`config.mk`:
```
export PLATFORM = sky130hd
export DESIGN_NAME = decode_issue_stage
export DESIGN_NICKNAME = d
export VERILOG_FILES = /design/src/rtl/mips_pkg.sv /design/src/rtl/decode_issue_stage_scoreboard.sv /design/src/rtl/decode_issue_stage.sv
export SDC_FILE = /design/constraint.sdc
export NUM_CORES = 1
export LEC_CHECK = 0
export ABC_AREA = 1
export CORE_MARGIN = 10
export CORE_UTILIZATION = 47
export DETAILED_ROUTE_END_ITERATION = 6
export GPL_ROUTABILITY_DRIVEN = 0
export PLACE_DENSITY = 0.82
export SYNTH_ARGS = -nofsm -noshare
export SYNTH_HDL_FRONTEND = slang
export SYNTH_SLANG_ARGS = --single-unit
```
`constraint.sdc`:
```
create_clock -name clk -period 2.3 [get_ports clk]
set_input_delay 0.23 -clock clk [delete_from_list [all_inputs] [get_ports clk]]
set_output_delay 0.23 -clock clk [all_outputs]
set_load 0.01 [all_outputs]
```
`src/rtl/mips_pkg.sv`:
```
// Shared MIPS decode definitions: opcodes, ALU control word, immediate
// extension kinds and the instruction field decoder used by ID and EX.
package mips_pkg;

  localparam logic [5:0] OP_RTYPE = 6'h00;
  localparam logic [5:0] OP_BEQ   = 6'h04;
  localparam logic [5:0] OP_BNE   = 6'h05;
  localparam logic [5:0] OP_ADDI  = 6'h08;
  localparam logic [5:0] OP_ADDIU = 6'h09;
  localparam logic [5:0] OP_SLTI  = 6'h0A;
  localparam logic [5:0] OP_SLTIU = 6'h0B;
  localparam logic [5:0] OP_ANDI  = 6'h0C;
  localparam logic [5:0] OP_ORI   = 6'h0D;
  localparam logic [5:0] OP_XORI  = 6'h0E;
  localparam logic [5:0] OP_LUI   = 6'h0F;
  localparam logic [5:0] OP_LW    = 6'h23;
  localparam logic [5:0] OP_SW    = 6'h2B;

  typedef logic [11:0] ctrl_t;

  typedef enum logic [1:0] {EXT_SIGN, EXT_ZERO, EXT_NONE} ext_t;

  typedef struct packed {
    ctrl_t      ctrl;
    ext_t       ext;
    logic       use_rs;
    logic       use_rt;
    logic [4:0] dest;
    logic       wen;
    logic       illegal;
  } dec_t;

  function automatic dec_t decode(input logic [31:0] instr);
    dec_t       d;
    logic [5:0] op;
    logic [5:0] funct;
    op       = instr[31:26];
    funct    = instr[5:0];
    d.ctrl   = {op, (op == OP_RTYPE) ? funct : 6'b0};
    d.ext    = EXT_NONE;
    d.use_rs = 1'b0;
    d.use_rt = 1'b0;
    d.dest   = 5'd0;
    d.wen    = 1'b0;
    d.illegal = 1'b0;
    case (op)
      OP_RTYPE: begin
        d.use_rs = 1'b1;
        d.use_rt = 1'b1;
        d.dest   = instr[15:11];
        d.wen    = 1'b1;
      end
      OP_ADDI, OP_ADDIU, OP_SLTI, OP_SLTIU, OP_LW: begin
        d.ext    = EXT_SIGN;
        d.use_rs = 1'b1;
        d.dest   = instr[20:16];
        d.wen    = 1'b1;
      end
      OP_ANDI, OP_ORI, OP_XORI, OP_LUI: begin
        d.ext    = EXT_ZERO;
        d.use_rs = 1'b1;
        d.dest   = instr[20:16];
        d.wen    = 1'b1;
      end
      OP_SW, OP_BEQ, OP_BNE: begin
        d.use_rs = 1'b1;
        d.use_rt = 1'b1;
      end
      default: d.illegal = 1'b1;
    endcase
    // Register 0 is hardwired, so a write to it is dropped entirely.
    if (d.dest == 5'd0) d.wen = 1'b0;
    return d;
  endfunction

endpackage

```
`src/rtl/decode_issue_stage_scoreboard.sv`:
```
// Pending-write mask: one bit per architectural register, set on issue and
// cleared on writeback or when the issuing slot is flushed.
module decode_issue_stage_scoreboard
  import mips_pkg::*;
#(
  parameter int NREGS = 32
) (
  input  logic       clk,
  input  logic       rst,
  input  logic       set_en,
  input  logic [4:0] set_addr,
  input  logic       clr_en,
  input  logic [4:0] clr_addr,
  input  logic       kill_en,
  input  logic [4:0] kill_addr,
  input  logic [4:0] look_addr1,
  input  logic [4:0] look_addr2,
  output logic       pend1,
  output logic       pend2
);

  logic [NREGS-1:0] pend;
  logic [NREGS-1:0] pend_next;

  // Set is applied last so a same-cycle set and clear leaves the bit pending.
  always_comb begin
    pend_next = pend;
    if (clr_en)  pend_next[clr_addr]  = 1'b0;
    if (kill_en) pend_next[kill_addr] = 1'b0;
    if (set_en)  pend_next[set_addr]  = 1'b1;
    pend_next[0] = 1'b0;
  end

  always_ff @(posedge clk) begin
    if (rst) pend <= '0;
    else     pend <= pend_next;
  end

  assign pend1 = pend[look_addr1];
  assign pend2 = pend[look_addr2];

endmodule

```
`src/rtl/decode_issue_stage.sv`:
```
// ID-to-EX stage: decodes a MIPS instruction, reads operands with writeback
// bypass, stalls on RAW hazards and holds the result in a registered slot.
module decode_issue_stage
  import mips_pkg::*;
#(
  parameter int NREGS  = 32,
  parameter int CTRL_W = 12
) (
  input  logic              clk,
  input  logic              rst,
  input  logic              in_valid,
  output logic              in_ready,
  input  logic [31:0]       in_instr,
  output logic [4:0]        rf_raddr1,
  output logic [4:0]        rf_raddr2,
  input  logic [31:0]       rf_rdata1,
  input  logic [31:0]       rf_rdata2,
  input  logic              wb_valid,
  input  logic [4:0]        wb_addr,
  input  logic [31:0]       wb_data,
  input  logic              flush,
  output logic              out_valid,
  input  logic              out_ready,
  output logic [CTRL_W-1:0] out_ctrl,
  output logic [31:0]       out_src1,
  output logic [31:0]       out_src2,
  output logic [4:0]        out_dest,
  output logic              out_wen,
  output logic              out_illegal
);

  dec_t        dec;
  logic [4:0]  rs;
  logic [4:0]  rt;
  logic [15:0] imm;
  logic [31:0] rd1;
  logic [31:0] rd2;
  logic [31:0] src1;
  logic [31:0] src2;
  logic        pend1;
  logic        pend2;
  logic        hazard;
  logic        accept;

  assign dec       = decode(in_instr);
  assign rs        = in_instr[25:21];
  assign rt        = in_instr[20:16];
  assign imm       = in_instr[15:0];
  assign rf_raddr1 = rs;
  assign rf_raddr2 = rt;

  // A writeback to a source this cycle both supplies its value and resolves
  // the pending bit, so the consumer issues without an extra bubble.
  always_comb begin
    rd1 = (rs == 5'd0) ? 32'd0 : ((wb_valid && wb_addr == rs) ? wb_data : rf_rdata1);
    rd2 = (rt == 5'd0) ? 32'd0 : ((wb_valid && wb_addr == rt) ? wb_data : rf_rdata2);
    hazard = (dec.use_rs && rs != 5'd0 && pend1 && !(wb_valid && wb_addr == rs)) ||
             (dec.use_rt && rt != 5'd0 && pend2 && !(wb_valid && wb_addr == rt));
    src1 = dec.illegal ? 32'd0 : rd1;
    case (dec.ext)
      EXT_SIGN: src2 = {{16{imm[15]}}, imm};
      EXT_ZERO: src2 = {16'd0, imm};
      default:  src2 = dec.illegal ? 32'd0 : rd2;
    endcase
  end

  assign in_ready = !rst && !flush && !hazard && (!out_valid || out_ready);
  assign accept   = in_valid && in_ready;

  decode_issue_stage_scoreboard #(.NREGS(NREGS)) u_scoreboard (
    .clk        (clk),
    .rst        (rst),
    .set_en     (accept && dec.wen),
    .set_addr   (dec.dest),
    .clr_en     (wb_valid),
    .clr_addr   (wb_addr),
    .kill_en    (flush && out_valid && out_wen),
    .kill_addr  (out_dest),
    .look_addr1 (rs),
    .look_addr2 (rt),
    .pend1      (pend1),
    .pend2      (pend2)
  );

  always_ff @(posedge clk) begin
    if (rst) begin
      out_valid   <= 1'b0;
      out_ctrl    <= '0;
      out_src1    <= '0;
      out_src2    <= '0;
      out_dest    <= '0;
      out_wen     <= 1'b0;
      out_illegal <= 1'b0;
    end else if (flush) begin
      out_valid <= 1'b0;
    end else if (accept) begin
      out_valid   <= 1'b1;
      out_ctrl    <= dec.ctrl;
      out_src1    <= src1;
      out_src2    <= src2;
      out_dest    <= dec.dest;
      out_wen     <= dec.wen;
      out_illegal <= dec.illegal;
    end else if (out_ready) begin
      out_valid <= 1'b0;
    end
  end

endmodule

```
==> run_results.csv, run 1 <==
group,metric,value,unit
setup_path,reg2regPathDepth,13,
placement,hpwl,22500,um
setup_path,path_cells,"clkdlybuf4s50_1, inv_1, nor2_1, nand2_1, nand3_1, nor3_2, buf_4, nor2_2, nand2_1, nor2_2, nor2_4, buf_6, nand2_8, inv_4, clkbuf_16, nor2_1, nor2_1",
grt,antenna_found_initial,2,
synthesis,ys.flop_type,"dfxtp_1",
setup_path,cp_slowest_cell,"clkdlybuf4s50_1",
min_path,hold_depth,3,
synthesis,synth.avg_cell_area,6.15,um^2
clock_tree,root_buffer,"clkbuf_16",
sta,finalCritPeriodShare,0.973,
sta,report.final.slew_viol_count,0,
setup_path,reg2reg_slack,0.31,ns
power,p_seq_frac,0.338,
power,p_int,0.00453,W
setup_path,crit_top_cell,"nor2_1",
power,pwr-share-clk,0.454,
synthesis,yosysWarnings,0,
sta,hold_violations,0,
placement,place_inst,1542,
min_path,min_from,"in_instr[28]",
finish,num-nets-final,1519,
power,cellPowerDensity,593,nW/um^2
synthesis,syn-cell-area,6940,um^2
power,ir_worst_vdd,0.561,mV
clock_tree,post_cts_hold_buffer_count,0,
sta,clock_skew,0.00635,ns
finish,design_area,10600,um^2
synthesis,syn-instance-count,1129,
grt,grt_max_degree,50,
grt,gr-usage-all-layers,0.283,
route,first_pass_iters,7,
route,post-route-drc-count,0,
setup_path,cp.arrival,2.56,ns
synthesis,synth_edf_count,0,
floorplanning,io_pins,234,
finish,drive_gt1_frac,0.111,
synthesis,ys_ff_latch,115,
sta,tns,0,ns
min_path,hold_path_class,"primary input to flop",
synthesis,yosysSeqAreaShare,0.332,
power,swShare,0.279,
synthesis,yosysUniqueCellTypes,30,
finish,instances_no_fill,1577,
sta,rsz0062_at_grt,"true",
route,drtIter0Drc,834,
clock_tree,clockBufferDepth,2,
route,wl,30200,um
power,combinationalPowerShare,0.208,
sta,worst_pin_slew,0.551,ns
synthesis,synth-async-reset-ratio,0,
sta,timing.fmax,447,MHz
setup_path,crit_path_max_fanout,18,
placement,io_buffer_count,233,
route,routed-via-count,9037,
floorplanning,rows,44,
setup_path,critPathLaunchType,"primary input",
synthesis,synth_area_leader_cell,"dfxtp_1",
synthesis,synthTopCellsByCount,"nand2_1, nor2_1, o21ai_0",
route,ant_nets,0,
status,outcome,"finished, final reports clean",
setup_path,end_kind,"flop",
synthesis,yosysMostFrequentCell,"nand2_1",
route,vias_per_cell,5.73,
floorplanning,coreArea,14500,um^2
grt,grt_pass1_vias,8406,
sta,finalSetupViolations,0,
clock_tree,worstSkewPairLatency,0.43,ns
sta,post-route-min-period,2.24,ns
setup_path,worstPathRequired,2.62,ns
placement,dp_worst_setup_slack,-0.372,ns
setup_path,crit_type,"primary input to flop",
floorplanning,die_x,142,um
power,power_leakage,4.24,nW
finish,fin_util,0.732,
setup_path,regToRegStartpoint,"u_scoreboard.pend[2]",
clock_tree,h-tree-depth,4,
clock_tree,clock-sinks,115,
route,wl_per_cell,19.2,um
grt,grt_pass1_wl,45400,um
synthesis,syn_nets,1268,
floorplanning,die-height,142,um
clock_tree,cts_tree,"yes",
clock_tree,cts_buffers,17,
finish,num_antenna_cells,0,
min_path,min_to,"out_ctrl[8]",
synthesis,synth_top_area_frac,0.332,
job,drv_cap,0,
placement,place_area,9820,um^2
power,p_switching,0.00175,W
clock_tree,path_clk_slew,0.06,ns
setup_path,r2r_end,"out_src1[8]",
finish,areaGrowthSynthToFinish,52.6,%
grt,grt_overflow,0,
synthesis,synthTopCellsByArea,"dfxtp_1, nand2_1, nor2_1",
sta,slew-limit-headroom,0.632,
floorplanning,die-area,20000,um^2
sta,finalWorstSetupSlack,0.0632,ns
setup_path,cpPeakStageDelay,0.55,ns
floorplanning,start_util,0.479,
## repair_timing
action,in CTS,in global routing
setup endpoints to repair,1,111
pin swaps,1,4
gates cloned,0,2
resized for setup,5,30
hold endpoints to repair,0,0
setup buffers,1,0
## cell usage in the layout, fill, tap and decap left out, types with 2 or more instances in the layout
cell type	synthesis	layout
clkdlybuf4s50_1	0	230
nand2_1	230	227
nor2_1	213	206
o21ai_0	129	123
dfxtp_1	115	115
nand3_1	96	96
inv_1	85	83
buf_4	13	62
a21oi_1	49	47
nand4_1	38	38
o221ai_1	31	31
clkbuf_16	0	19
o21ai_1	11	16
inv_2	12	13
buf_12	0	12
nor3_1	11	10
o22ai_1	8	8
nor2_2	1	8
bufinv_16	0	4
clkinv_4	0	4
buf_6	2	4
a21oi_2	1	3
nand2_2	0	3
o21ai_2	2	3
clkinvlp_4	0	3
nor3_2	1	2
xor2_1	2	2
nand3_2	2	2
or2_1	2	2
nor2_4	2	2
o31ai_1	2	2
inv_6	0	2
clkinv_2	0	2
## power by group through the flow
stage	logic, W	registers [W]	clock network [W]
after floorplan	0.000525	0.00220	0
after global placement	0.00123	0.00216	0
after detailed placement	0.00125	0.00216	0
after CTS	0.00127	0.00212	0.00284
after global routing	0.00141	0.00213	0.00295
final	0.00131	0.00212	0.00285
## worst max-delay path by stage
stage	start	to	slack, ns	cells after the start
after global placement	in_instr[21]	in_ready	-0.34	9
after detailed placement	in_instr[21]	in_ready	-0.37	9
after CTS	wb_addr[0]	in_ready	0.004	12
final	in_instr[29]	out_src1[27]	0.06	17
after floorplan	wb_addr[2]	out_ctrl[1]	0.41	13
after global routing	in_instr[27]	u_scoreboard.pend[7]	-0.05	15
## cell type report
class / count / area, um^2
clock inverters: 15 / 205
clock buffers: 17 / 425
multi-input cells: 835 / 3920
repair buffers: 314 / 3140
inverters: 97 / 367
fillers: 1193 / 3890
well taps: 184 / 230
flip-flops and latches: 115 / 2300
## worst max-delay path, delay by kind of cell
family	cells	cell delay [ns]
buf+inv	6	1.19
simple gates	11	1.12
## through the flow
step	hold WS, ns	power, W
after global placement	0.448	0.00340
after detailed placement	0.458	0.00341
final	0.206	0.00628
after global routing	0.266	0.00649
after floorplan	0.371	0.00272
after CTS	0.372	0.00623
## registers in the layout (all words and copies together), names as in the netlist
register,count
u_scoreboard.pend,31
out_valid,1
out_illegal,1
out_src2,32
out_dest,5
out_src1,32
out_ctrl,12
out_wen,1
## metal layers
layer / part of all wire / wire length, um / vias to the layer above / global-route usage
met3: 0.14 / 4090 / 121 / 0.115
met4: 0.046 / 1400 / 2 / 0.135
li1: - / - / 4246 / -
met2: 0.45 / 13700 / 645 / 0.456
met5: 0.00043 / 13 / - / 0
met1: 0.36 / 11000 / 4023 / 0.318
## kinds of logic after synthesis
family,count (synthesis),synth area share
buf+inv,179,0.111
xor+xnor,2,0.00252
compound gates,235,0.191
flops,115,0.332
simple gates,598,0.364
Power figures use the tool's default switching activity.
==> inputs of run 2 (changes only) <==
- PLACE_DENSITY: 0.82 -> 0.92
==> run 2 against run 1 <==
  * Cell area is 1.4% lower
  * Worst setup slack better by 0.054 ns
  * Combinational power about the same
==> run_results.csv, run 2 (synthesis gave the netlist of run 1 again) <==
group,metric,value,unit
status,outcome,"finished, final reports clean",
finish,regArea,2300,um^2
setup_path,crit_type,"primary input to flop",
clock_tree,path_clk_slew,0.05,ns
clock_tree,post_cts_hold_buffer_count,0,
grt,grt_pass1_vias,8845,
clock_tree,root_buffer,"clkbuf_16",
floorplanning,die-height,142,um
setup_path,path_buf_inv,4,
power,power_leakage,4.23,nW
finish,layout_commonest_cell,"nand2_1",
grt,grt_pass1_wl,46600,um
clock_tree,cts_tree,"yes",
route,wl_per_cell,19.2,um
clock_tree,cts_buffers,17,
route,routed-via-count,9369,
route,drtIter0Drc,1490,
setup_path,critPathLaunchType,"primary input",
finish,layout_common_cells,"nand2_1, clkdlybuf4s50_1, nor2_1, o21ai_0, dfxtp_1",
finish,reg_top3,"out_src1: 32 flops, out_src2: 32 flops, u_scoreboard.pend: 31 flops",
sta,timing.fmax,458,MHz
power,p_int,0.00430,W
finish,nFillCells,1041,
finish,num-nets-final,1524,
grt,grt_max_degree,60,
floorplanning,io_pins,234,
clock_tree,clock-sinks,115,
grt,grt_overflow,0,
setup_path,cp_top_family,"buffers and inverters",
route,first_pass_iters,7,
grt,antenna_found_initial,1,
power,swShare,0.280,
route,wl,30300,um
power,p_seq_frac,0.356,
route,post-route-drc-count,0,
placement,hpwl,22100,um
power,combinationalPowerShare,0.217,
sta,finalCritPeriodShare,0.949,
setup_path,cp.arrival,2.53,ns
setup_path,cp_slowest_cell,"clkdlybuf4s50_1",
floorplanning,coreArea,14500,um^2
clock_tree,worstSkewPairLatency,0.42,ns
floorplanning,die_x,142,um
power,cellPowerDensity,571,nW/um^2
sta,clock_skew,0.0174,ns
sta,slew-limit-headroom,0.712,
finish,drive_gt1_frac,0.106,
job,drv_cap,0,
placement,io_buffer_count,233,
sta,report.final.slew_viol_count,0,
finish,fin_util,0.721,
grt,gr-usage-all-layers,0.288,
finish,areaGrowthSynthToFinish,50.4,%
clock_tree,clockBufferDepth,2,
min_path,hold_path_class,"primary input to flop",
finish,multi_input_area,3900,um^2
sta,worst_pin_slew,0.427,ns
setup_path,cpPeakStageDelay,0.50,ns
placement,place_inst,1548,
power,power,0.00597,W
setup_path,worstPathRequired,2.65,ns
clock_tree,h-tree-depth,4,
route,vias_per_cell,5.93,
sta,hold_violations,0,
floorplanning,die-area,20000,um^2
finish,instances_no_fill,1581,
floorplanning,start_util,0.479,
setup_path,path_cells,"clkdlybuf4s50_1, inv_2, o22ai_1, nor2_1, nand3_2, buf_6, o21ai_0, buf_4, nand2_1, nand3_1, nand2_1, nor2_1",
power,pwr-share-clk,0.427,
setup_path,end_kind,"flop",
setup_path,crit_path_max_fanout,59,
power,ir_worst_vdd,0.520,mV
sta,finalSetupViolations,0,
route,ant_nets,0,
sta,post-route-min-period,2.18,ns
power,p_switching,0.00167,W
floorplanning,rows,44,
## run 2: changes by cell type in the layout (fill, tap and decap cells not counted), sizes merged, moves of 2 or more
cell           previous run  this run
buf                      80        88
bufinv                    4         2
clkdlybuf4s50           230       228
inv                      99        97
## run 2: worst min-delay path, cell delays in order
cell	delay (ns)
buf_2	0.21
nand4_1	0.13
a21oi_1	0.06
## run 2: power by group through the flow
stage	Sequential, W	Combinational (W)	Clock (W)
floorplan	0.00220	0.000525	0
global placement	0.00216	0.00122	0
detailed placement	0.00216	0.00125	0
CTS	0.00212	0.00127	0.00254
global route	0.00213	0.00139	0.00264
finish	0.00212	0.00129	0.00255
## run 2: worst paths after layout
kind         cells after the start                  start  slack, ns               endpoint
max                             12           in_instr[21]       0.12           out_src1[24]
min                              3               in_valid       0.26  u_scoreboard.pend[10]
max reg2reg                     14  u_scoreboard.pend[30]       0.22            out_src2[4]
min reg2reg                      2           out_src1[24]       0.47           out_src1[24]
## run 2: repair_timing
action	CTS	global route
pin swaps	0	1
setup endpoints to repair	1	89
resized for setup	4	16
buffers inserted	2	0
## run 2: through the flow
stage	hold slack [ns]	setup WS (ns)	cell area, um^2	setup TNS, ns
floorplan	0.371	0.415	6940	0
global placement	0.448	-0.305	9830	-22.13
detailed placement	0.464	-0.351	9830	-27.13
CTS	0.229	0.0298	10400	0
global route	0.267	-0.000101	10400	-0.000101
finish	0.255	0.117	10400	0
## run 2: routing by layer
layer / vias to the layer above / wire (um) / global-route usage
li1: 4245 / - / -
met1: 4168 / 10700 / 0.320
met2: 756 / 13600 / 0.457
met3: 200 / 4010 / 0.110
met4: 0 / 2030 / 0.174
met5: - / 0 / 0
## run 2: final cells by class
| class | instances | area share |
|---|---|---|
| Clock buffer | 20 | 0.0428 |
| Antenna cell | 1 | 0.000240 |
| Clock inverter | 10 | 0.0107 |
| Tap cell | 184 | 0.0220 |
| Sequential cell | 115 | 0.220 |
| Inverter | 97 | 0.0354 |
| Multi-Input combinational cell | 835 | 0.374 |
| Timing Repair Buffer | 319 | 0.295 |
==> inputs of run 3 (changes only) <==
- SLEW_MARGIN: unset -> 30
==> results of run 3 <==
The final DEF is identical to that of run 2; final timing and power are the same.
